**src/rtl/sm83_regfile_if.sv**
```systemverilog
// sm83_regfile_if: read/write/IDU bundle between the SM83 core (master) and its register file (slave).
interface sm83_regfile_if;
  logic [2:0]  rd_a_sel, rd_b_sel, wr_sel, pair_rd_sel, pair_wr_sel, idu_sel;
  logic [7:0]  rd_a_data, rd_b_data, wr_data;
  logic        wr_en, pair_we, idu_en, idu_dec;
  logic [3:0]  flags_we, flags_in, flags_out;
  logic [15:0] pair_rd_data, pair_wr_data, pc_out, sp_out;
  modport master (
    output rd_a_sel, rd_b_sel, wr_en, wr_sel, wr_data, flags_we, flags_in,
           pair_rd_sel, pair_we, pair_wr_sel, pair_wr_data, idu_en, idu_dec, idu_sel,
    input  rd_a_data, rd_b_data, flags_out, pair_rd_data, pc_out, sp_out
  );
  modport slave (
    input  rd_a_sel, rd_b_sel, wr_en, wr_sel, wr_data, flags_we, flags_in,
           pair_rd_sel, pair_we, pair_wr_sel, pair_wr_data, idu_en, idu_dec, idu_sel,
    output rd_a_data, rd_b_data, flags_out, pair_rd_data, pc_out, sp_out
  );
endinterface

```
**src/rtl/sm83_regfile.sv**
```systemverilog
// sm83_regfile: SM83 architectural registers with 8/16-bit ports and IDU.
// Define REGFILE_BYPASS_EN to forward next-state values to all outputs in the same cycle.
module sm83_regfile #(
  parameter logic [15:0] SP_RST = 16'hFFFE,
  parameter logic [15:0] PC_RST = 16'h0000
) (
  input logic           clk,
  input logic           rst,
  sm83_regfile_if.slave bus
);
  localparam int AF = 4;
  // pair slots follow the r16 encoding: BC, DE, HL, SP, AF, PC
  logic [15:0] r_pair [6];
  logic [15:0] w_nxt  [6];
  logic [15:0] w_view [6];
  // sources are applied lowest priority first so later ones win per bit
  always_comb begin
    for (int p = 0; p < 6; p++) begin
      w_nxt[p] = r_pair[p];
      if (bus.idu_en && bus.idu_sel == 3'(p) && p != AF)
        w_nxt[p] = r_pair[p] + (bus.idu_dec ? 16'hFFFF : 16'h0001);
      if (bus.pair_we && bus.pair_wr_sel == 3'(p))
        w_nxt[p] = bus.pair_wr_data;
      if (bus.wr_en && p < 3 && bus.wr_sel[2:1] == 2'(p)) begin
        if (bus.wr_sel[0]) w_nxt[p][7:0] = bus.wr_data;
        else w_nxt[p][15:8] = bus.wr_data;
      end
      if (p == AF) begin
        if (bus.wr_en && bus.wr_sel == 3'd7) w_nxt[p][15:8] = bus.wr_data;
        w_nxt[p][7:0] = {(bus.flags_we & bus.flags_in) | (~bus.flags_we & w_nxt[p][7:4]), 4'h0};
      end
    end
  end
  always_ff @(posedge clk or posedge rst) begin
    if (rst) for (int p = 0; p < 6; p++) r_pair[p] <= p == 3 ? SP_RST : p == 5 ? PC_RST : 16'h0000;
    else r_pair <= w_nxt;
  end
`ifdef REGFILE_BYPASS_EN
  assign w_view = w_nxt;
`else
  assign w_view = r_pair;
`endif
  always_comb begin
    bus.rd_a_data = bus.rd_a_sel == 3'd7 ? w_view[AF][15:8] : bus.rd_a_sel == 3'd6 ? 8'h00 :
                    bus.rd_a_sel[0] ? w_view[{1'b0, bus.rd_a_sel[2:1]}][7:0] : w_view[{1'b0, bus.rd_a_sel[2:1]}][15:8];
    bus.rd_b_data = bus.rd_b_sel == 3'd7 ? w_view[AF][15:8] : bus.rd_b_sel == 3'd6 ? 8'h00 :
                    bus.rd_b_sel[0] ? w_view[{1'b0, bus.rd_b_sel[2:1]}][7:0] : w_view[{1'b0, bus.rd_b_sel[2:1]}][15:8];
    bus.pair_rd_data = bus.pair_rd_sel < 3'd6 ? w_view[bus.pair_rd_sel] : 16'h0000;
    bus.flags_out = w_view[AF][7:4];
    bus.sp_out = w_view[3];
    bus.pc_out = w_view[5];
  end
endmodule

```
**src/flat_wrapper.sv**
```systemverilog
// flat-port wrapper written by rule: the top's interface ports become plain ports
module sm83_regfile_flat 
#(
  parameter logic [15:0] SP_RST = 16'hFFFE,
  parameter logic [15:0] PC_RST = 16'h0000
)
  (clk, rst, bus_rd_a_sel, bus_rd_b_sel, bus_wr_en, bus_wr_sel, bus_wr_data, bus_flags_we, bus_flags_in, bus_pair_rd_sel, bus_pair_we, bus_pair_wr_sel, bus_pair_wr_data, bus_idu_en, bus_idu_dec, bus_idu_sel, bus_rd_a_data, bus_rd_b_data, bus_flags_out, bus_pair_rd_data, bus_pc_out, bus_sp_out);
  sm83_regfile_if bus_i ();
  input logic clk;
  input logic rst;
  input wire logic [$bits(bus_i.rd_a_sel)-1:0] bus_rd_a_sel;
  input wire logic [$bits(bus_i.rd_b_sel)-1:0] bus_rd_b_sel;
  input wire logic [$bits(bus_i.wr_en)-1:0] bus_wr_en;
  input wire logic [$bits(bus_i.wr_sel)-1:0] bus_wr_sel;
  input wire logic [$bits(bus_i.wr_data)-1:0] bus_wr_data;
  input wire logic [$bits(bus_i.flags_we)-1:0] bus_flags_we;
  input wire logic [$bits(bus_i.flags_in)-1:0] bus_flags_in;
  input wire logic [$bits(bus_i.pair_rd_sel)-1:0] bus_pair_rd_sel;
  input wire logic [$bits(bus_i.pair_we)-1:0] bus_pair_we;
  input wire logic [$bits(bus_i.pair_wr_sel)-1:0] bus_pair_wr_sel;
  input wire logic [$bits(bus_i.pair_wr_data)-1:0] bus_pair_wr_data;
  input wire logic [$bits(bus_i.idu_en)-1:0] bus_idu_en;
  input wire logic [$bits(bus_i.idu_dec)-1:0] bus_idu_dec;
  input wire logic [$bits(bus_i.idu_sel)-1:0] bus_idu_sel;
  output wire logic [$bits(bus_i.rd_a_data)-1:0] bus_rd_a_data;
  output wire logic [$bits(bus_i.rd_b_data)-1:0] bus_rd_b_data;
  output wire logic [$bits(bus_i.flags_out)-1:0] bus_flags_out;
  output wire logic [$bits(bus_i.pair_rd_data)-1:0] bus_pair_rd_data;
  output wire logic [$bits(bus_i.pc_out)-1:0] bus_pc_out;
  output wire logic [$bits(bus_i.sp_out)-1:0] bus_sp_out;
  assign bus_i.rd_a_sel = bus_rd_a_sel;
  assign bus_i.rd_b_sel = bus_rd_b_sel;
  assign bus_i.wr_en = bus_wr_en;
  assign bus_i.wr_sel = bus_wr_sel;
  assign bus_i.wr_data = bus_wr_data;
  assign bus_i.flags_we = bus_flags_we;
  assign bus_i.flags_in = bus_flags_in;
  assign bus_i.pair_rd_sel = bus_pair_rd_sel;
  assign bus_i.pair_we = bus_pair_we;
  assign bus_i.pair_wr_sel = bus_pair_wr_sel;
  assign bus_i.pair_wr_data = bus_pair_wr_data;
  assign bus_i.idu_en = bus_idu_en;
  assign bus_i.idu_dec = bus_idu_dec;
  assign bus_i.idu_sel = bus_idu_sel;
  assign bus_rd_a_data = bus_i.rd_a_data;
  assign bus_rd_b_data = bus_i.rd_b_data;
  assign bus_flags_out = bus_i.flags_out;
  assign bus_pair_rd_data = bus_i.pair_rd_data;
  assign bus_pc_out = bus_i.pc_out;
  assign bus_sp_out = bus_i.sp_out;
  sm83_regfile #(.SP_RST(SP_RST), .PC_RST(PC_RST)) u_core (.clk(clk), .rst(rst), .bus(bus_i));
endmodule
```
**config.mk**
```make
export PLATFORM = sky130hd
export DESIGN_NAME = sm83_regfile_flat
export DESIGN_NICKNAME = d
export VERILOG_FILES = /design/src/rtl/sm83_regfile_if.sv /design/src/rtl/sm83_regfile.sv /design/src/flat_wrapper.sv
export SDC_FILE = /design/constraint.sdc
export NUM_CORES = 1
export LEC_CHECK = 0
export CAP_MARGIN = 10
export CORE_MARGIN = 2
export CORE_UTILIZATION = 45
export DETAILED_ROUTE_END_ITERATION = 10
export PLACE_DENSITY_LB_ADDON = 0.05
export SYNTH_ARGS = -nofsm -noshare
export SYNTH_HDL_FRONTEND = slang
export SYNTH_SLANG_ARGS = --single-unit
```
**constraint.sdc**
```tcl
create_clock -name clk -period 5 [get_ports clk]
set_input_delay 1 -clock clk [delete_from_list [all_inputs] [get_ports clk]]
set_output_delay 1 -clock clk [all_outputs]
set_load 0.02 [all_outputs]
```
==> results of run 1 <==
==> report_power, final <==
group	internal, mW	leakage (nW)	switching, mW
Clock	0.437	0.148	0.318
Combinational	1.42	3.38	1.59
Sequential	1.01	1.06	0.551
Total	2.87	4.58	2.46
==> cell families after synthesis <==
kind of cell,Yosys count,synth area share
AOI/OAI and AO/OA,431,0.2710
xor gates and xnor gates,61,0.05481
adders and majority gates,75,0.1001
DFF,92,0.2381
buffers and inverters,133,0.06508
muxes,78,0.1236
and+or+nand+nor,321,0.1473
==> final timing paths <==
kind	depth (start not counted)	endpoint	from	slack, ns
max	5	bus_rd_a_data[1]	bus_rd_a_sel[0]	0.58
min	2	u_core.bus.sp_out[15]	u_core.bus.sp_out[15]	0.55
max reg2reg	10	u_core.bus.sp_out[14]	u_core.bus.sp_out[1]	2.05
min reg2reg	2	u_core.bus.sp_out[15]	u_core.bus.sp_out[15]	0.55
max in group asynchronous	3	u_core.r_pair[88]	rst	3.27
min in group asynchronous	2	u_core.bus.pc_out[8]	rst	0.91
==> metrics by stage <==
stage               power [mW]  cell area [sq um]
global route             5.644              11300
detailed placement       4.487              10980
finish                   5.323              11300
CTS                      5.263              11300
floorplan                3.510               9748
global placement         4.485              10980
==> synth_stat cells, drive strengths merged (9+ instances only) <==
| cell type | n | area [sq um] |
|---|---|---|
| o22ai | 28 | 175.2 |
| a21o | 27 | 204.0 |
| dfrtp | 77 | 1927 |
| clkbuf | 52 | 195.2 |
| a21oi | 135 | 675.7 |
| inv | 40 | 150.1 |
| buf | 41 | 289.0 |
| and3 | 9 | 56.30 |
| xnor2 | 43 | 376.6 |
| o21bai | 13 | 97.59 |
| nor3 | 29 | 145.1 |
| xor2 | 18 | 157.7 |
| dfstp | 15 | 394.1 |
| nor2 | 98 | 367.9 |
| mux2 | 16 | 180.2 |
| ha | 70 | 875.8 |
| o21ai | 109 | 545.5 |
| nand3 | 14 | 75.07 |
| a211oi | 28 | 210.2 |
| mux4 | 32 | 724.4 |
| o211ai | 14 | 105.1 |
| mux2i | 30 | 300.3 |
| nand2b | 15 | 93.84 |
| o21a | 11 | 83.83 |
| nand2 | 114 | 427.9 |
| nor2b | 12 | 75.07 |
| a22oi | 16 | 120.1 |
==> layout make-up <==
class,instances,area [sq um]
fillers,2016,9856
clock buffers,9,225.2
well taps,275,344.1
clock inverters,6,88.84
multi-input cells,966,6798
repair buffers,142,1366
inverters,40,152.6
flip-flops and latches,92,2321
diodes,1,2.502
==> worst max-delay path, stage by stage <==
cell and delay, ns:
clkdlybuf4s50_1 0.61, nor2_1 0.48, a22oi_1 0.17, o21ai_0 0.44, clkdlybuf4s50_1 0.71
==> metal layers <==
| layer | share of wire | GRT usage | wire length, microns |
|---|---|---|---|
| met5 | 0 | 0 | 0 |
| met4 | 0.039 | 0.1271 | 1496 |
| met3 | 0.093 | 0.07139 | 3551 |
| met2 | 0.44 | 0.5075 | 16670 |
| met1 | 0.43 | 0.4694 | 16340 |
==> registers in the layout, indices dropped and copies added, names as in the netlist, named ones only <==
| signal | cells |
|---|---|
| u_core.bus.sp_out | 16 |
| u_core.bus.pc_out | 16 |
| u_core.r_pair | 56 |
==> results_dict.tcl, run 1 <==
set metrics [dict create \
    ys_ff_latch 92 \
    layout_commonest_cell "a21oi_1" \
    grt_pass1_wl_microns 55970 \
    synthFlopType "dfrtp_1" \
    final_cell_count_no_fill 1531 \
    via_per_inst 6.430 \
    grt_pass1_vias 8979 \
    avgSynthCellArea_sq_um 8.185 \
    layout_common_cells "135 x a21oi_1, 121 x clkdlybuf4s50_1, 114 x nand2_1" \
    clkTransAtPathRegs_ns 0.07 \
    holdWs_ns 0.5525 \
    arrival_ns 3.42 \
    die_h_microns 151.2 \
    root_buffer "clkbuf_16" \
    tightest_slew_ns 1.145 \
    async_flop_share 1.000 \
    tns_ns 0 \
    synth_warnings 0 \
    syn-num-nets 1322 \
    cap_violations 0 \
    path_class "in2out" \
    worstSetupStartpointType "input port" \
    cts_sinks 92 \
    post_cts_buffers 0 \
    vias 9844 \
    utilization 0.5341 \
    synth_cells 1191 \
    start_util 0.4608 \
    hpwl_microns 28340 \
    grt_max_degree 42 \
    h-tree-depth 3 \
    status "finished clean" \
    synth.cell_area_sq_um 9748 \
    drt_first_iter_violations 1057 \
    ir_drop_mv 0.2605 \
    slew_headroom 0.2306 \
    track_usage 0.3350 \
    cts_tree "done" \
    cts_made_buffers 9 \
    synth-edff-count 0 \
    cp.required_ns 4.00 \
    routed_wl_microns 38060 \
    setup_slack_ns 0.5820 \
    fin_nets 1382 \
    setup_viol_count_final 0 \
    globalplace.congestion 0.9995 \
    detail_route.wl_per_cell_microns 24.86 \
    rsz0062_at_grt "no" \
    end_kind "primary output" \
    ios 124 \
    slew_violations 0 \
    holdCritPathClass "reg2reg" \
    cts.repair.resized 0 \
    grt.overflow.total 0 \
    cts_hold_buf 0 \
    dp.cells 1515 \
    p_leak_nw 4.585 \
    skew_ns 0.01166 \
    die_w_microns 151.2 \
    layout_worst_path_cycle_share 0.8836 \
    fin_crit_ns 4.418 \
    dp_slack_ns 0.6618 \
    cts_buffer_depth 2 \
    drc 0 \
    grt_antenna_before_repair 0 \
    finalHoldViolCount 0 \
    netlist-cell-type-count 63 \
    die_area_sq_um 22860 \
    io_buffers 123 \
    num_rows 53 \
    drive_above_1_share 0.08765 \
    ant_nets 0 \
    worstPathMaxFanout 7 \
    synthToLayoutAreaGrowth_pct 15.90 \
    fmax_mhz 226.3 \
    first_pass_iters 5 \
    ys_seq_area_frac 0.2381 \
    pwr_density_cell_nw_per_um2 471.1 \
    clkLatencyLatePin_ns 0.36 \
    core_area_sq_um 21150 \
]
Note: power is estimated with default switching activity, not from simulation.
==> run 2: changes to the inputs <==
==> constraint.sdc (replaced) <==
create_clock -name clk -period 5 [get_ports clk]
set_input_delay 0.5 -clock clk [delete_from_list [all_inputs] [get_ports clk]]
set_output_delay 0.5 -clock clk [all_outputs]
set_load 0.02 [all_outputs]
==> run 2 against run 1 <==
Effect of this change:
- setup slack improved by 0.62 ns
- routed wire length shrank 0.22%
- flip-flop and latch count is the same
- non-clock buffer count decreased by 10
- critical endpoint is now bus_rd_a_data[0]
- critical path depth unchanged
- clock power decreased by 3.4%
- utilization fell by 0.37 points
- global-route usage rose by 0.24 points
- sequential power about the same
- largest power group unchanged
- via count down 1.2%
- cell area fell by 0.69%
==> results_dict.tcl, run 2 (synthesis results as in run 1) <==
set metrics [dict create \
    status "finished clean" \
    insertedDiodeCount 0 \
    grt_pass1_vias 9161 \
    globalplace.congestion 1.035 \
    drive_above_1_share 0.08106 \
    grt.overflow.total 0 \
    routed_wl_microns 37970 \
    post_cts_buffers 0 \
    dp_slack_ns 1.251 \
    cts_tree "done" \
    combPwrFrac 0.569 \
    die_area_sq_um 22860 \
    cts_buffer_depth 2 \
    r2r_cells 9 \
    path_class "in2out" \
    start_util 0.4608 \
    worstPathMaxFanout 18 \
    track_usage 0.3374 \
    pwr-share-clk 0.138 \
    top_register "u_core.r_pair" \
    end_kind "primary output" \
    layout_commonest_cell "a21oi_1" \
    cp_cell_sequence "clkdlybuf4s50_1 > nor2_1 > a22oi_1 > o21ai_0 > clkdlybuf4s50_1" \
    detail_route.wl_per_cell_microns 24.97 \
    core_area_sq_um 21150 \
    cap_violations 0 \
    root_buffer "clkbuf_16" \
    cts.repair.resized 0 \
    cp.required_ns 4.50 \
    pwr_density_cell_nw_per_um2 471.9 \
    rsz0062_at_grt "no" \
    cp.depth 5 \
    layout_common_cells "135 x a21oi_1, 121 x clkdlybuf4s50_1, 114 x nand2_1" \
    clkTransAtPathRegs_ns 0.07 \
    vias 9723 \
    ff2ff_setup_slack_ns 2.12 \
    largest_register_ffs 56 \
    p_sw_frac 0.4656 \
    io_buffers 123 \
    p_leak_nw 4.547 \
    cp_common_cell "clkdlybuf4s50_1" \
    finalHoldViolCount 0 \
    synthToLayoutAreaGrowth_pct 15.11 \
    holdWs_ns 0.5460 \
    worstSetupStartpointType "input port" \
    dp.cells 1505 \
    skew_ns 0.008688 \
    die_w_microns 151.2 \
    cts_hold_buf 0 \
    fillers 2036 \
    cts_made_buffers 9 \
    fin_nets 1372 \
    holdCritPathClass "reg2reg" \
    num_rows 53 \
    tns_ns 0 \
    grt_pass1_wl_microns 56370 \
    fmax_mhz 263.5 \
    p_int_mw 2.829 \
    fin_crit_ns 3.796 \
    layout_worst_path_cycle_share 0.7591 \
    ios 124 \
    setup_slack_ns 1.204 \
    worst_path_largest_cell_delay_ns 0.82 \
    ant_nets 0 \
    final_cell_count_no_fill 1521 \
    slew_headroom 0.2678 \
    path_delay_family "buffers and inverters" \
    tightest_slew_ns 1.090 \
    p_seq_frac 0.293 \
    drc 0 \
    clkLatencyLatePin_ns 0.36 \
    power.switching_mw 2.465 \
    timing.hold.worst_path_depth 2 \
    drt_first_iter_violations 829 \
    first_pass_iters 5 \
    h-tree-depth 3 \
    via_per_inst 6.393 \
    cts_sinks 92 \
    grt_max_degree 63 \
    die_h_microns 151.2 \
    hpwl_microns 27930 \
    worst-path-buf-inv 2 \
    ir_drop_mv 0.2550 \
    setup_viol_count_final 0 \
    finalPower_mw 5.295 \
    arrival_ns 3.30 \
    cpMaxStageDelayCell "clkdlybuf4s50_1" \
    grt_antenna_before_repair 1 \
    slew_violations 0 \
]
run 2: tightest hold or removal path, cell delays in order, from the launching register on:
cell and delay (ns):
dfstp_2 0.39, o21ai_0 0.07, a31oi_1 0.08
run 2: layer usage:
metal,global-route usage,part of all wire,up-vias
met5,0,0,-
met4,0.1701,0.057,0
met1,0.4641,0.41,4611
met2,0.4876,0.43,508
met3,0.08946,0.10,114
li1,-,-,4490
run 2: power groups by stage:
stage	Clock (mW)	Combinational [mW]	Sequential, mW
after CTS	0.737	3.00	1.51
after global placement	0	2.96	1.52
after detailed placement	0	2.97	1.52
after global routing	0.764	3.31	1.55
after floorplan	0	2.29	1.22
final	0.729	3.01	1.55
run 2: final cells by class:
| cell class | instances | area [sq um] | area share |
|---|---|---|---|
| tap | 275 | 344.1 | 0.03066 |
| clock inverter | 6 | 62.56 | 0.005575 |
| sequential | 92 | 2321 | 0.2068 |
| multi-input combinational | 966 | 6798 | 0.6058 |
| timing repair buffer | 132 | 1304 | 0.1162 |
| inverter | 40 | 152.6 | 0.01360 |
| clock buffer | 10 | 239.0 | 0.02130 |
run 2: path summary, 6_finish.rpt:
check / start / endpoint
setup reg to reg: u_core.bus.sp_out[1] / u_core.bus.sp_out[15]
setup / recovery: bus_rd_a_sel[0] / bus_rd_a_data[0]
max in group asynchronous: rst / u_core.bus.sp_out[3]
hold reg to reg: u_core.bus.sp_out[15] / u_core.bus.sp_out[15]
min in group asynchronous: rst / u_core.bus.pc_out[6]
hold / removal: u_core.bus.sp_out[15] / u_core.bus.sp_out[15]
run 2: stage by stage:
stage,instance area [sq um],utilization
finish,11220,0.5304
detailed placement,10920,0.5162
floorplan,9748,-
global route,11220,0.5304
global placement,10920,0.5162
CTS,11220,0.5304
